$ cat src/rtl/mdu_pkg.sv
// Shared definitions for the multiply/divide unit.
//   - MDU_WIDTH : default operand width (HI and LO are each this wide)
//   - mdu_op_e  : op codes driven by EXE on the op port
//   - mdu_state_e : controller state encoding
package mdu_pkg;

    localparam int MDU_WIDTH = 32;

    typedef enum logic [2:0] {
        MDU_MULT  = 3'b000,
        MDU_MULTU = 3'b001,
        MDU_DIV   = 3'b010,
        MDU_DIVU  = 3'b011,
        MDU_MTHI  = 3'b100,
        MDU_MTLO  = 3'b101
    } mdu_op_e;

    typedef enum logic [1:0] {
        IDLE = 2'd0,
        CALC = 2'd1,
        FIN  = 2'd2
    } mdu_state_e;

endpackage

$ cat src/rtl/mdu_div_step.sv
// One iteration of a restoring radix-2 divide (purely combinational).
//   rem_in/quo_in : partial remainder and dividend/quotient shift register
//   divisor       : unsigned divisor magnitude
//   rem_out/quo_out : state after shifting {rem,quo} left and trial-subtracting
// A zero divisor always "fits", so the quotient fills with ones and the
// remainder ends up equal to the dividend.
module mdu_div_step
    import mdu_pkg::*;
#(
    parameter int WIDTH = MDU_WIDTH
) (
    input  logic [WIDTH-1:0] rem_in,
    input  logic [WIDTH-1:0] quo_in,
    input  logic [WIDTH-1:0] divisor,
    output logic [WIDTH-1:0] rem_out,
    output logic [WIDTH-1:0] quo_out
);

    // The shifted remainder needs one extra bit before the compare.
    logic [WIDTH:0]   rem_sh;
    logic [WIDTH-1:0] diff;

    always_comb begin
        rem_sh = {rem_in, quo_in[WIDTH-1]};
        // Result is always < divisor when taken, so WIDTH bits suffice.
        diff   = rem_sh[WIDTH-1:0] - divisor;
        if (rem_sh >= {1'b0, divisor}) begin
            rem_out = diff;
            quo_out = {quo_in[WIDTH-2:0], 1'b1};
        end else begin
            rem_out = rem_sh[WIDTH-1:0];
            quo_out = {quo_in[WIDTH-2:0], 1'b0};
        end
    end

endmodule

$ cat src/rtl/mdu_ctrl.sv
// Multi-cycle multiply/divide controller owning the HI/LO register pair.
// Ports:
//   clk, resetn      : clock, asynchronous active-low reset
//   start, op        : operation request (sampled only in IDLE), op code
//   src1, src2       : rs / rt operands
//   flush            : cancel in-flight operation, no HI/LO write
//   busy             : operation in progress (registered)
//   done             : one-cycle pulse around the HI/LO write
//   hi, lo           : architectural HI/LO
// Build option: MDU_FAST_MUL_EN selects a single-cycle multiplier that
// skips CALC; divides always iterate.
module mdu_ctrl
    import mdu_pkg::*;
#(
    parameter int WIDTH = MDU_WIDTH,
    parameter int CNT_W = 6
) (
    input  logic             clk,
    input  logic             resetn,
    input  logic             start,
    input  logic [2:0]       op,
    input  logic [WIDTH-1:0] src1,
    input  logic [WIDTH-1:0] src2,
    input  logic             flush,
    output logic             busy,
    output logic             done,
    output logic [WIDTH-1:0] hi,
    output logic [WIDTH-1:0] lo
);

    mdu_state_e         state_q, state_d;
    logic [CNT_W-1:0]   cnt_q, cnt_d;
    logic [2*WIDTH-1:0] acc_q, acc_d;    // mul: {upper, multiplier}; div: {rem, quo}
    logic [WIDTH-1:0]   opnd_q, opnd_d;  // multiplicand or divisor magnitude
    logic               psign_q, psign_d; // product/quotient negate
    logic               rsign_q, rsign_d; // remainder negate
    logic               is_div_q, is_div_d;
    logic [WIDTH-1:0]   hi_q, hi_d, lo_q, lo_d;
    logic               busy_q, busy_d, done_q, done_d;
    // Starts are refused on the first edge after reset release so a request
    // held across reset deassertion is never taken.
    logic               run_q;

    logic               sgn_op, a_neg, b_neg;
    logic [WIDTH-1:0]   a_abs, b_abs;
    logic [WIDTH:0]     mul_sum;
    logic [2*WIDTH-1:0] mul_next, prod_fix;
    logic [WIDTH-1:0]   rem_step, quo_step, quo_fix, rem_fix;

`ifdef MDU_FAST_MUL_EN
    logic signed [WIDTH:0]   fa, fb;
    logic        [2*WIDTH-1:0] fprod;
`endif

    mdu_div_step #(.WIDTH(WIDTH)) u_div_step (
        .rem_in  (acc_q[2*WIDTH-1:WIDTH]),
        .quo_in  (acc_q[WIDTH-1:0]),
        .divisor (opnd_q),
        .rem_out (rem_step),
        .quo_out (quo_step)
    );

    always_comb begin
        // Operand magnitudes; op[0]=0 marks the signed variants.
        sgn_op = ~op[0];
        a_neg  = sgn_op & src1[WIDTH-1];
        b_neg  = sgn_op & src2[WIDTH-1];
        a_abs  = a_neg ? (~src1 + 1'b1) : src1;
        b_abs  = b_neg ? (~src2 + 1'b1) : src2;

        // Shift-add step with carry out of the upper half kept in the shift.
        mul_sum  = {1'b0, acc_q[2*WIDTH-1:WIDTH]} + (acc_q[0] ? {1'b0, opnd_q} : '0);
        mul_next = {mul_sum, acc_q[WIDTH-1:1]};

        prod_fix = psign_q ? (~acc_q + 1'b1) : acc_q;
        quo_fix  = psign_q ? (~acc_q[WIDTH-1:0] + 1'b1) : acc_q[WIDTH-1:0];
        rem_fix  = rsign_q ? (~acc_q[2*WIDTH-1:WIDTH] + 1'b1) : acc_q[2*WIDTH-1:WIDTH];

`ifdef MDU_FAST_MUL_EN
        fa    = {a_neg ? 1'b1 : 1'b0, src1} ;
        fa    = {sgn_op & src1[WIDTH-1], src1};
        fb    = {sgn_op & src2[WIDTH-1], src2};
        fprod = fa * fb;
`endif

        state_d  = state_q;
        cnt_d    = cnt_q;
        acc_d    = acc_q;
        opnd_d   = opnd_q;
        psign_d  = psign_q;
        rsign_d  = rsign_q;
        is_div_d = is_div_q;
        hi_d     = hi_q;
        lo_d     = lo_q;
        done_d   = 1'b0;

        if (flush) begin
            state_d = IDLE;
            cnt_d   = '0;
        end else begin
            case (state_q)
                IDLE: if (start && run_q) begin
                    case (op)
                        MDU_MTHI: begin hi_d = src1; done_d = 1'b1; end
                        MDU_MTLO: begin lo_d = src1; done_d = 1'b1; end
                        MDU_MULT, MDU_MULTU: begin
`ifdef MDU_FAST_MUL_EN
                            // Product is already signed; FIN just writes it.
                            acc_d    = fprod;
                            psign_d  = 1'b0;
                            rsign_d  = 1'b0;
                            is_div_d = 1'b0;
                            state_d  = FIN;
                            done_d   = 1'b1;
`else
                            acc_d    = {{WIDTH{1'b0}}, b_abs};
                            opnd_d   = a_abs;
                            psign_d  = a_neg ^ b_neg;
                            rsign_d  = a_neg;
                            is_div_d = 1'b0;
                            cnt_d    = '0;
                            state_d  = CALC;
`endif
                        end
                        MDU_DIV, MDU_DIVU: begin
                            acc_d    = {{WIDTH{1'b0}}, a_abs};
                            opnd_d   = b_abs;
                            psign_d  = a_neg ^ b_neg;
                            rsign_d  = a_neg;
                            is_div_d = 1'b1;
                            cnt_d    = '0;
                            state_d  = CALC;
                        end
                        default: ;
                    endcase
                end
                CALC: begin
                    acc_d = is_div_q ? {rem_step, quo_step} : mul_next;
                    cnt_d = cnt_q + 1'b1;
                    if (cnt_q == CNT_W'(WIDTH-1)) begin
                        cnt_d   = '0;
                        state_d = FIN;
                        done_d  = 1'b1;
                    end
                end
                FIN: begin
                    if (is_div_q) begin
                        lo_d = quo_fix;
                        hi_d = rem_fix;
                    end else begin
                        {hi_d, lo_d} = prod_fix;
                    end
                    state_d = IDLE;
                end
                default: state_d = IDLE;
            endcase
        end

        busy_d = (state_d != IDLE);
    end

    always_ff @(posedge clk or negedge resetn) begin
        if (!resetn) begin
            state_q  <= IDLE;
            cnt_q    <= '0;
            acc_q    <= '0;
            opnd_q   <= '0;
            psign_q  <= 1'b0;
            rsign_q  <= 1'b0;
            is_div_q <= 1'b0;
            hi_q     <= '0;
            lo_q     <= '0;
            busy_q   <= 1'b0;
            done_q   <= 1'b0;
            run_q    <= 1'b0;
        end else begin
            state_q  <= state_d;
            cnt_q    <= cnt_d;
            acc_q    <= acc_d;
            opnd_q   <= opnd_d;
            psign_q  <= psign_d;
            rsign_q  <= rsign_d;
            is_div_q <= is_div_d;
            hi_q     <= hi_d;
            lo_q     <= lo_d;
            busy_q   <= busy_d;
            done_q   <= done_d;
            run_q    <= 1'b1;
        end
    end

    assign busy = busy_q;
    assign done = done_q;
    assign hi   = hi_q;
    assign lo   = lo_q;

endmodule

$ cat config.mk
export PLATFORM = sky130hd
export DESIGN_NAME = mdu_ctrl
export DESIGN_NICKNAME = d
export VERILOG_FILES = /design/src/rtl/mdu_pkg.sv /design/src/rtl/mdu_div_step.sv /design/src/rtl/mdu_ctrl.sv
export SDC_FILE = /design/constraint.sdc
export NUM_CORES = 1
export LEC_CHECK = 0
export BUFFER_PORTS_ARGS = -buffer_cell sky130_fd_sc_hd__buf_2
export CAP_MARGIN = 30
export CORE_ASPECT_RATIO = 0.9
export CORE_MARGIN = 4
export CORE_UTILIZATION = 30
export DETAILED_ROUTE_END_ITERATION = 8
export PLACE_DENSITY_LB_ADDON = 0.05
export SLEW_MARGIN = 10
export SYNTH_ARGS = -nofsm -noshare
export SYNTH_HDL_FRONTEND = slang
export SYNTH_HIERARCHICAL = 1
export SYNTH_SLANG_ARGS = --single-unit
$ cat constraint.sdc
create_clock -name clk -period 4.9 [get_ports clk]
set_input_delay 0.735 -clock clk [delete_from_list [all_inputs] [get_ports clk]]
set_output_delay 0.735 -clock clk [all_outputs]
set_load 0.02 [all_outputs]
==> flow_metrics.env, run 1 <==
export IMPL_die_area_um2=55900
export IMPL_coreArea_um2=51700
export IMPL_nFillCells=5568
export IMPL_synthCells=2005
export IMPL_die_w_um=249
export IMPL_post_synth_top_count_cell="nand2_1"
export IMPL_place_congestion=0.877
export IMPL_drc_errors=0
export IMPL_grt_setup_unrepaired="false"
export IMPL_reg2regPathDepth=13
export IMPL_setup_tns_ns=0
export IMPL_cpLargestDelayFamily="compound AO/OA/AOI/OAI gates"
export IMPL_cts_tree="yes"
export IMPL_slowest_stage="dfrtp_1"
export IMPL_crit_required_ns=5.27
export IMPL_overflow=0
export IMPL_fin_cells=2746
export IMPL_max_freq_mhz=247
export IMPL_end_kind="flop"
export IMPL_vdd_drop_max_mv=0.314
export IMPL_grt_usage_pct=23.9
export IMPL_avgSynthCellArea_um2=7.81
export IMPL_antenna_found_initial=2
export IMPL_period_share_pct=82.6
export IMPL_finalHoldViolations=0
export IMPL_p_comb_share_pct=59.8
export IMPL_async_flop_share_pct=100
export IMPL_initial_utilization_pct=30.3
export IMPL_setup_viol=0
export IMPL_clock_sinks=174
export IMPL_syn_nets=2147
export IMPL_htreeDepth=4
export IMPL_synth_top_area_share_pct=27.8
export IMPL_clk_latency_ns=0.50
export IMPL_ant_nets=0
export IMPL_drive_above_1_share_pct=13.5
export IMPL_cts_buffers=17
export IMPL_critPathMaxStageDelay_ns=0.50
export IMPL_path_buf_inv=2
export IMPL_dieHeight_um=225
export IMPL_fin_skew_ns=0.0144
export IMPL_p_leak_nw=7.70
export IMPL_clk_pin_slew_ns=0.09
export IMPL_crit_path_cell_trace="ha_1 > nand4_1 > nor3_1 > o211ai_1 > nor4b_4 > o21ai_2 > a31oi_4 > o21a_4 > inv_2 > buf_4 > mux2_2 > a22oi_1 > o21ai_0"
export IMPL_area_delta_synth_final_pct=12.0
export IMPL_core_rowCount=79
export IMPL_worst_path_max_fanout=19
export IMPL_grt_max_degree=95
export IMPL_finalPower_w=0.0101
export IMPL_synth_commonest_cells="215 x nand2_1, 194 x nor2_1, 187 x o21ai_0"
export IMPL_yosysTopAreaCell="dfrtp_1"
export IMPL_ys_top_cells_by_area="dfrtp_1 28%, o21ai_0 6.0%, ha_1 5.5%"
export IMPL_start_kind="flop"
export IMPL_worstMarginPinSlew_ns=0.969
export IMPL_multi_input_area_um2=10400
export IMPL_io_pins=137
export IMPL_cp_arrival_ns=4.42
export IMPL_drtIter0Drc=1380
export IMPL_cts_path_max_buffers=2
export IMPL_num_vias=15400
export IMPL_finalMaxSlewViolations=0
export IMPL_ys_ff_latch=174
export IMPL_dp_final_hpwl_um=53500
export IMPL_cts_resized=0
export IMPL_hold_class="input port to asynchronous set/reset pin"
export IMPL_worstSetupPathType="flop to flop"
export IMPL_yosys_warnings=6
export IMPL_postLayoutSetupSlackWorst_ns=0.851
export IMPL_port_buffers=136
export IMPL_p_int_w=0.00491
export IMPL_dpl_cell_count=2709
export IMPL_finalNetCount=2185
export IMPL_p_sw_share_pct=51.3
export IMPL_hold_buffers=0
export IMPL_final_seq_area_um2=4360
export IMPL_slew_headroom_pct=35.2
export IMPL_cap_violations=0
export IMPL_post_cts_setup_buffer_count=0
export IMPL_ff2ff_setup_slack_ns=0.85
export IMPL_pre_cts_ws_ns=0.845
export IMPL_cts_root_buf="clkbuf_16"
export IMPL_outcome="complete, no violations"
export IMPL_r2r_end="acc_q[45]"
export IMPL_power_density_nw_per_um2=574
export IMPL_syn_area_um2=15700
export IMPL_r2r_start="acc_q[41]"
export IMPL_finalWirelength_um=68700
export IMPL_power_switching_w=0.00517
export IMPL_synth_ff_type="dfrtp_1"
export IMPL_wl_per_cell_um=25.0
export IMPL_grt_pass1_vias=14300
export IMPL_seq_area_frac_synth_pct=27.8
export IMPL_min_period_ns=4.05
export IMPL_seqPwrFrac_pct=25.1
export IMPL_power_share_clock_pct=15.1
export IMPL_post_drt_via_cell_ratio=5.60
export IMPL_synth_edff_count=0
export IMPL_synth_cell_type_count=88
export IMPL_drt_pass1_iterations=5
export IMPL_grt_first_pass_wirelength_um=99800
[layer usage]
layer,global-route usage [%],part of all wire (%)
met4,7.53,2.5
met2,32.4,40
met3,5.52,6.9
met1,37.1,51
met5,0,0.019
[power by group through the flow]
| stage | sequential, W | clock (W) | combinational (W) |
|---|---|---|---|
| floorplan | 0.00232 | 0 | 0.00428 |
| global placement | 0.00255 | 0 | 0.00596 |
| detailed placement | 0.00255 | 0 | 0.00592 |
| CTS | 0.00252 | 0.00156 | 0.00595 |
| global route | 0.00258 | 0.00162 | 0.00656 |
| finish | 0.00253 | 0.00152 | 0.00602 |
[sequential cells by signal (all words and copies together), names as in the netlist]
| signal | count |
|---|---|
| rsign_q | 1 |
| busy | 1 |
| state_q | 2 |
| run_q | 1 |
| acc_q | 64 |
| is_div_q | 1 |
| cnt_q | 6 |
| hi | 32 |
| opnd_q | 32 |
| done | 1 |
| lo | 32 |
| psign_q | 1 |
[final cells by class]
type	count	area share, %
Clock buffer	17	2.42
Tap cell	688	4.91
Inverter	66	1.41
Antenna cell	2	0.0285
Timing Repair Buffer	176	6.17
Clock inverter	15	1.22
Multi-Input combinational cell	1608	59.0
Sequential cell	174	24.8
[worst max-delay path by stage]
stage / start / end / slack, ns / depth (start not counted)
floorplan: acc_q[38] / acc_q[57] / 1.51 / 16
global placement: acc_q[41] / acc_q[51] / 0.93 / 13
detailed placement: acc_q[41] / acc_q[49] / 0.85 / 13
CTS: acc_q[41] / acc_q[46] / 0.83 / 13
global route: acc_q[42] / acc_q[47] / 0.52 / 13
finish: acc_q[41] / acc_q[45] / 0.85 / 13
[metrics by stage]
step / hold WS [ns] / util [%] / cell area [µm²]
floorplan: 0.439 / - / 15700
global placement: 0.460 / 32.5 / 16800
detailed placement: 0.466 / 32.6 / 16900
CTS: 0.343 / 33.8 / 17500
global route: 0.133 / 33.9 / 17500
finish: 0.138 / 33.9 / 17500
[logic make-up after synthesis]
group | after synthesis | synth area share (%)
adders and majority gates | 71 | 5.77
DFF | 174 | 27.8
and+or+nand+nor | 672 | 20.6
xor gates and xnor gates | 169 | 9.45
buffers and inverters | 223 | 6.33
other | 1 | 0.0239
muxes | 74 | 5.22
AOI/OAI and AO/OA | 621 | 24.9
[worst reg2reg max path: stages (launching register included)]
cell and delay [ns]:
dfrtp_1 0.50, ha_1 0.46, nand4_1 0.20, nor3_1 0.36, o211ai_1 0.20, nor4b_4 0.19
o21ai_2 0.19, a31oi_4 0.13, o21a_4 0.27, inv_2 0.43, buf_4 0.37, mux2_2 0.37
a22oi_1 0.16, o21ai_0 0.11
[cell usage in the layout, fill, tap and decap left out, types with 8 or more instances in the layout]
| master | n |
|---|---|
| inv_1 | 64 |
| nand2_1 | 214 |
| o31ai_1 | 41 |
| nor3_1 | 50 |
| nor2_1 | 194 |
| o21bai_1 | 9 |
| ha_1 | 69 |
| nand4_1 | 22 |
| and3_1 | 19 |
| mux2_4 | 9 |
| nor2b_1 | 11 |
| a211oi_1 | 16 |
| a21o_1 | 32 |
| o211ai_1 | 14 |
| o221ai_1 | 11 |
| mux2i_1 | 40 |
| o41ai_1 | 15 |
| or3_1 | 19 |
| clkinv_8 | 8 |
| nor4_1 | 20 |
| o21a_1 | 13 |
| nand3_1 | 28 |
| a31oi_1 | 23 |
| nand2b_1 | 11 |
| buf_2 | 135 |
| clkbuf_16 | 17 |
| xnor2_1 | 95 |
| dfrtp_1 | 173 |
| o31a_1 | 10 |
| a22oi_1 | 20 |
| buf_4 | 34 |
| or4_1 | 12 |
| xor2_1 | 74 |
| o21ai_0 | 186 |
| a21oi_1 | 168 |
| mux2_2 | 25 |
| and2_1 | 38 |
Power figures use the tool's default switching activity.
==> inputs of run 2 (changes only) <==
==> constraint.sdc (replaced) <==
create_clock -name clk -period 4.3 [get_ports clk]
set_input_delay 0.645 -clock clk [delete_from_list [all_inputs] [get_ports clk]]
set_output_delay 0.645 -clock clk [all_outputs]
set_load 0.02 [all_outputs]
==> flow_metrics.env, run 2 (same netlist as run 1, synthesis figures left out) <==
export IMPL_final_common_cell="nand2_1"
export IMPL_largest_register_ffs=64
export IMPL_worst_path_max_fanout=16
export IMPL_port_buffers=136
export IMPL_dieHeight_um=225
export IMPL_post_cts_setup_buffer_count=0
export IMPL_area_delta_synth_final_pct=13.9
export IMPL_max_freq_mhz=258
export IMPL_ff2ff_setup_slack_ns=0.42
export IMPL_start_kind="flop"
export IMPL_cts_resized=0
export IMPL_cp_arrival_ns=4.25
export IMPL_cap_violations=0
export IMPL_post_drt_via_cell_ratio=5.57
export IMPL_cts_tree="yes"
export IMPL_cts_path_max_buffers=2
export IMPL_finalHoldViolations=0
export IMPL_vdd_drop_max_mv=0.388
export IMPL_overflow=0
export IMPL_drt_pass1_iterations=6
export IMPL_initial_utilization_pct=30.3
export IMPL_min_period_ns=3.88
export IMPL_die_w_um=249
export IMPL_num_vias=15600
export IMPL_grt_first_pass_wirelength_um=103000
export IMPL_grt_pass1_vias=14500
export IMPL_final_cell_mix="214 x nand2_1, 194 x nor2_1, 186 x o21ai_0, 173 x dfrtp_1, 168 x a21oi_1"
export IMPL_top_register="acc_q"
export IMPL_clk_pin_slew_ns=0.09
export IMPL_utilization_pct=34.5
export IMPL_worstMarginPinSlew_ns=1.00
export IMPL_worstSetupPathType="flop to flop"
export IMPL_grt_usage_pct=24.6
export IMPL_core_rowCount=79
export IMPL_crit_path_cell_trace="ha_1 > nand4_1 > nor3_1 > o211ai_1 > nor4b_4 > o21ai_2 > a31oi_4 > o21a_4 > inv_2 > buf_12 > mux2_4 > a222oi_1 > o21ai_0"
export IMPL_setup_viol=0
export IMPL_power_density_nw_per_um2=655
export IMPL_grt_setup_unrepaired="false"
export IMPL_finalNetCount=2230
export IMPL_wl_per_cell_um=25.1
export IMPL_place_congestion=0.907
export IMPL_slowest_stage="dfrtp_1"
export IMPL_drtIter0Drc=1421
export IMPL_drc_errors=0
export IMPL_ant_nets=0
export IMPL_p_leak_nw=7.91
export IMPL_setup_tns_ns=0
export IMPL_hold_class="input port to asynchronous set/reset pin"
export IMPL_antenna_found_initial=1
export IMPL_finalWirelength_um=69900
export IMPL_clk_latency_ns=0.51
export IMPL_dp_final_hpwl_um=55800
export IMPL_htreeDepth=4
export IMPL_critPathMaxStageDelay_ns=0.50
export IMPL_drive_above_1_share_pct=15.3
export IMPL_clock_sinks=174
export IMPL_slew_headroom_pct=33.2
export IMPL_io_pins=137
export IMPL_grt_max_degree=85
export IMPL_crit_required_ns=4.67
export IMPL_outcome="complete, no violations"
export IMPL_finalMaxSlewViolations=0
export IMPL_period_share_pct=90.2
export IMPL_hold_buffers=0
export IMPL_cts_root_buf="clkbuf_16"
export IMPL_fin_skew_ns=0.0184
export IMPL_die_area_um2=55900
export IMPL_cts_buffers=17
export IMPL_coreArea_um2=51700
export IMPL_end_kind="flop"
## run 2: metrics by stage
step	cell area [µm²]	hold WS [ns]	cells	worst slack, ns	total power, W
after CTS	17800	0.193	2789	0.447	0.0117
final	17800	0.185	2790	0.421	0.0117
after detailed placement	17200	0.469	2757	0.478	0.00985
after global routing	17800	0.238	2789	0.217	0.0125
after global placement	17200	0.460	2755	0.378	0.00990
after floorplan	15700	0.349	2005	0.908	0.00752
## run 2: final cells by class
type                            count  area (µm²)
Fill cell                        5572       33800
Multi-Input combinational cell   1608       10400
Sequential cell                   174        4360
Timing Repair Buffer              221        1390
Tap cell                          688         861
Clock buffer                       18         439
Inverter                           66         248
Clock inverter                     14         194
Antenna cell                        1        2.50
## run 2: metal layers
| layer | vias up | track usage [%] | share of wire [%] |
|---|---|---|---|
| met4 | 0 | 5.75 | 1.3 |
| met1 | 7695 | 39.1 | 52 |
| li1 | 7349 | - | - |
| met3 | 37 | 3.53 | 5.8 |
| met5 | - | 0 | 0 |
| met2 | 473 | 34.6 | 41 |
## run 2: worst paths after layout
path | start | to | cells after the start
max in group asynchronous | resetn | lo[1] | 2
setup / recovery | acc_q[42] | acc_q[62] | 13
hold / removal | resetn | lo[12] | 1
min in group clk | src1[15] | hi[15] | 3
setup reg to reg | acc_q[42] | acc_q[62] | 13
hold reg to reg | hi[6] | hi[6] | 2
## run 2: power breakdown
group	total [W]	internal, W	switching (W)	leakage [nW]
registers	0.00274	0.00204	0.000702	2.25
clock network	0.00175	0.000860	0.000886	0.309
logic	0.00720	0.00289	0.00431	5.36
## run 2: worst max-delay path, delay by kind of cell (launching register included)
family          cells  cell delay, ns
compound gates      6            1.13
simple gates        3            0.77
buf+inv             2            0.56
mux                 1            0.31
fa+ha+maj           1            0.47
flops               1            0.50
